[config.mk]
export PLATFORM = sky130hd
export DESIGN_NAME = sop_mac_stream
export DESIGN_NICKNAME = d
export VERILOG_FILES = /design/src/rtl/sop_mac_stream.sv
export SDC_FILE = /design/constraint.sdc
export NUM_CORES = 1
export LEC_CHECK = 0
export BUFFER_PORTS_ARGS = -buffer_cell sky130_fd_sc_hd__buf_2
export CORE_MARGIN = 2
export CORE_UTILIZATION = 55
export CTS_CLUSTER_SIZE = 12
export DETAILED_ROUTE_END_ITERATION = 10
export GPL_TIMING_DRIVEN = 0
export PLACE_DENSITY_LB_ADDON = 0.2
export SYNTH_ARGS = -nofsm -noshare
export SYNTH_HDL_FRONTEND = slang
export SYNTH_SLANG_ARGS = --single-unit
[constraint.sdc]
create_clock -name clk -period 5.5 [get_ports clk]
set_input_delay 1.1 -clock clk [delete_from_list [all_inputs] [get_ports clk]]
set_output_delay 1.1 -clock clk [all_outputs]
set_load 0.03 [all_outputs]
[src/rtl/sop_mac_stream.sv]
// Streaming sum-of-products unit: accumulates N_TERMS products A*B from a valid/ready
// input stream and presents the saturated or wrapped dot product on a held output.
module sop_mac_stream #(
  parameter int DATA_W  = 8,
  parameter int N_TERMS = 3,
  parameter int OUT_W   = 8,
  parameter int SAT     = 1
) (
  input  logic              clk,
  input  logic              reset,
  input  logic              flush,
  input  logic              in_valid,
  output logic              in_ready,
  input  logic [DATA_W-1:0] a_in,
  input  logic [DATA_W-1:0] b_in,
  output logic              out_valid,
  input  logic              out_ready,
  output logic [OUT_W-1:0]  out_data,
  output logic              overflow,
  output logic              busy
);

  localparam int ACC_W = 2*DATA_W + $clog2(N_TERMS+1);
  localparam int CNT_W = (N_TERMS > 1) ? $clog2(N_TERMS) : 1;
  localparam logic [CNT_W-1:0] LAST = CNT_W'(N_TERMS-1);

  typedef enum logic {ST_ACC, ST_DONE} state_t;

  state_t           state, state_nxt;
  logic [ACC_W-1:0] acc, prod, sum;
  logic [CNT_W-1:0] count;
  logic             beat, accept, sum_ovf;
  logic [OUT_W-1:0] sum_out;

  // Handshake: a transfer happens on a rising edge where valid && ready are both high;
  // valid never depends on ready, and the output side holds data/overflow until accepted.
  assign in_ready = (state == ST_ACC) && !reset && !flush;
  assign beat     = in_valid && in_ready;
  assign accept   = out_valid && out_ready;

  assign prod = ACC_W'(a_in) * ACC_W'(b_in);
  assign sum  = acc + prod;

  generate
    if (OUT_W < ACC_W) begin : g_ovf
      assign sum_ovf = |sum[ACC_W-1:OUT_W];
    end else begin : g_no_ovf
      assign sum_ovf = 1'b0;
    end
  endgenerate

  assign sum_out = ((SAT != 0) && sum_ovf) ? {OUT_W{1'b1}} : sum[OUT_W-1:0];
  assign busy    = (count != '0) || out_valid;

  always_ff @(posedge clk) begin
    if (reset) state <= ST_ACC;
    else       state <= state_nxt;
  end

  always_comb begin
    state_nxt = state;
    case (state)
      ST_ACC:  if (beat && (count == LAST)) state_nxt = ST_DONE;
      ST_DONE: if (accept)                  state_nxt = ST_ACC;
      default: state_nxt = ST_ACC;
    endcase
    if (flush) state_nxt = ST_ACC;
  end

  // out_data is deliberately left untouched by flush so the last delivered value persists.
  always_ff @(posedge clk) begin
    if (reset) begin
      acc       <= '0;
      count     <= '0;
      out_valid <= 1'b0;
      out_data  <= '0;
      overflow  <= 1'b0;
    end else if (flush) begin
      acc       <= '0;
      count     <= '0;
      out_valid <= 1'b0;
      overflow  <= 1'b0;
    end else begin
      if (beat) begin
        if (count == LAST) begin
          acc       <= '0;
          count     <= '0;
          out_valid <= 1'b1;
          out_data  <= sum_out;
          overflow  <= sum_ovf;
        end else begin
          acc   <= sum;
          count <= count + 1'b1;
        end
      end
      if (accept) out_valid <= 1'b0;
    end
  end

endmodule

==> flow_metrics.py <==
metrics = {
    "run_status": {
        "status": "completed",
    },
    "worst_hold_path": {
        "hp-class": "reg2reg",
    },
    "synth": {
        "synth-edff-count": 0,
        "netlist_instances": 449,
        "synth_nets": 560,
        "async_reset_ff_share_pct": 0,
        "syn_area_per_cell_um2": 8.60,
        "yosys-top-cells-area": "fa_1 (26%), dfxtp_1 (16%), ha_1 (13%)",
        "ys_seq_area_share_pct": 16.1,
        "synth.distinct_cells": 44,
        "synth_area_um2": 3860,
        "ys_ff_latch": 31,
        "synth_flop_cell": "dfxtp_1",
        "synth.top_cell.area_share_pct": 25.9,
        "yosys.area.top_type": "fa_1",
        "yosys_warnings": 0,
    },
    "critical_path": {
        "start_kind": "primary input",
        "cp-end-kind": "flip-flop",
        "crit_required_ns": 5.68,
        "critPathKind": "in2reg",
        "cp_max_fo": 8,
        "worstPathArrival_ns": 5.56,
    },
    "floorplanning": {
        "rows": 30,
        "placeableCoreArea_um2": 6790,
        "dieArea_um2": 7700,
        "die_w_um": 87.8,
        "die_y_um": 87.8,
        "ioPinCount": 33,
        "start_util_pct": 56.8,
    },
    "grt": {
        "grt_max_degree": 11,
        "grt_first_pass_wirelength_um": 14300,
        "gr-total-overflow": 0,
        "grt_pass1_vias": 3145,
        "antenna_found_initial": 0,
        "track_usage_pct": 23.9,
    },
    "sta": {
        "tightest_slew_ns": 0.666,
        "min_period_ns": 5.39,
        "finalSetupViolCount": 0,
        "max_freq_mhz": 186,
        "drv_slew": 0,
        "hold_viol": 0,
        "fin_crit_sh_pct": 97.9,
        "fin_skew_ns": 0.00614,
        "maxSlewHeadroom_pct": 55.2,
    },
    "flow_run": {
        "cap_violations": 0,
    },
    "detailed_routing": {
        "dr.pass1.iters": 4,
        "wl_um": 8590,
        "drt_iter0_drc": 80,
        "ant_nets": 0,
        "drcViolationCount": 0,
        "num_vias": 3063,
        "viasPerCell": 5.18,
        "wl_per_cell_um": 14.5,
    },
    "finish": {
        "fillers": 548,
        "multi_input_area_um2": 3120,
        "diodes": 0,
        "final_cell_mix": "inv_1 (99), fa_1 (45), nand2_1 (42), ha_1 (34), dfxtp_1 (31)",
        "final_nets": 606,
        "final_common_cell": "inv_1",
        "drive_above_1_share_pct": 21.2,
        "seqCellArea_um2": 621,
        "syn2layout_area_growth_pct": 21.4,
        "fin_util_pct": 69.0,
        "final_cells": 591,
    },
    "power_and_ir_drop": {
        "irDropWorstVdd_v": 0.000369,
        "leakage_uw": 0.00234,
        "cellPowerDensity_nw_per_um2": 589,
        "power_uw": 2760,
    },
    "clock_network": {
        "clkTransAtPathRegs_ns": 0.06,
        "clk_path_buf_depth": 2,
        "hold_buffers": 0,
        "cts_tree": "yes",
        "cts_root_buf": "clkbuf_8",
        "worst_skew_pair.late_latency_ns": 0.28,
        "tritoncts.num_buffers": 5,
        "cts.htree.levels": 2,
        "cts_sinks": 31,
    },
    "placed_design": {
        "place_hpwl_um": 6650,
        "port_buffers": 28,
        "gp_congestion": 0.897,
        "dpl.cell_count": 573,
    },
}
==> kinds of logic (layout without fill, tap and decap cells) <==
group	after synthesis	in the layout	synth area share, %
adder cells (fa/ha/maj)	90	90	38.9
multiplexers	2	2	0.551
flip-flops	31	31	16.1
AO/OA/AOI/OAI	78	78	15.0
XOR/XNOR	11	11	2.50
buffers and inverters	113	159	11.0
AND/OR/NAND/NOR	124	124	16.0
==> cell usage after synthesis (all sizes together), types with 2 or more instances <==
library cell	count
a22o	12
nor3	5
a2111oi	5
nand2b	2
o211ai	2
nand2	48
or2	2
xnor2	5
o21ai	9
a211oi	2
xor2	6
nor2	19
o221ai	2
inv	103
a21oi	23
dfxtp	31
nand4	2
ha	40
a21o	6
and2	33
nor2b	2
clkbuf	9
fa	50
and3	4
nand3	4
o21bai	8
==> what timing repair did <==
action / in CTS / in global routing
setup endpoints to repair: 9 / 9
resized for setup: 25 / 56
pin swaps: 22 / 37
gates cloned: 1 / 0
setup buffers: 6 / 5
==> power breakdown <==
group | internal [µW] | switching [µW]
logic | 1060 | 1250
clock network | 98.0 | 83.7
registers | 253 | 20.6
==> worst paths after layout <==
kind,startpoint,end,slack [ns],cells after the start
worst max-delay path,b_in[2],out_data[3],0.11,17
worst min-delay path,acc[14],acc[14],0.46,2
worst max register to register,acc[7],out_data[3],0.68,17
worst min register to register,acc[14],acc[14],0.46,2
==> final cells by class <==
class	count	share of cell area [%]
well taps	96	2.56
inverters	103	8.25
clock buffers	6	1.76
multi-input cells	305	66.5
repair buffers	39	6.19
clock inverters	1	0.107
flip-flops and latches	31	13.2
plain buffers	10	1.41
==> layer usage <==
layer	share of wire (%)	GRT usage (%)	wire length, µm	up-vias
li1	-	-	-	1524
met5	0	0	0	-
met2	50	42.0	4290	49
met3	2.6	2.17	226	7
met4	1.2	5.73	99	0
met1	46	31.8	3980	1483
==> state kept, by name (all words and copies together) (netlist names) <==
name	cells
out_valid	1
state	1
count	2
overflow	1
acc	18
out_data	8
==> critical path, stage by stage <==
cell       delay [ns]
buf_4            0.14
and2_4           0.14
fa_2             0.39
fa_1             0.51
fa_1             0.55
inv_1            0.05
fa_1             0.54
inv_2            0.05
ha_4             0.24
a21o_4           0.24
a221oi_4         0.35
nand2_2          0.13
a2111oi_4        0.30
nand4_1          0.21
nor4b_4          0.35
buf_2            0.20
a21oi_1          0.06
==> per-stage QoR <==
stage	area [µm²]	hold slack, ns	worst slack (ns)	setup TNS, ns
final	4690	0.461	0.114	0
after detailed placement	4210	0.448	-0.562	-5.29
after global routing	4690	0.485	-0.0471	-0.181
after CTS	4450	0.463	0.00127	0
after floorplan	3950	0.425	0.00411	0
after global placement	4210	0.441	-0.552	-5.10
No activity file was read; power rests on OpenSTA's default activity.
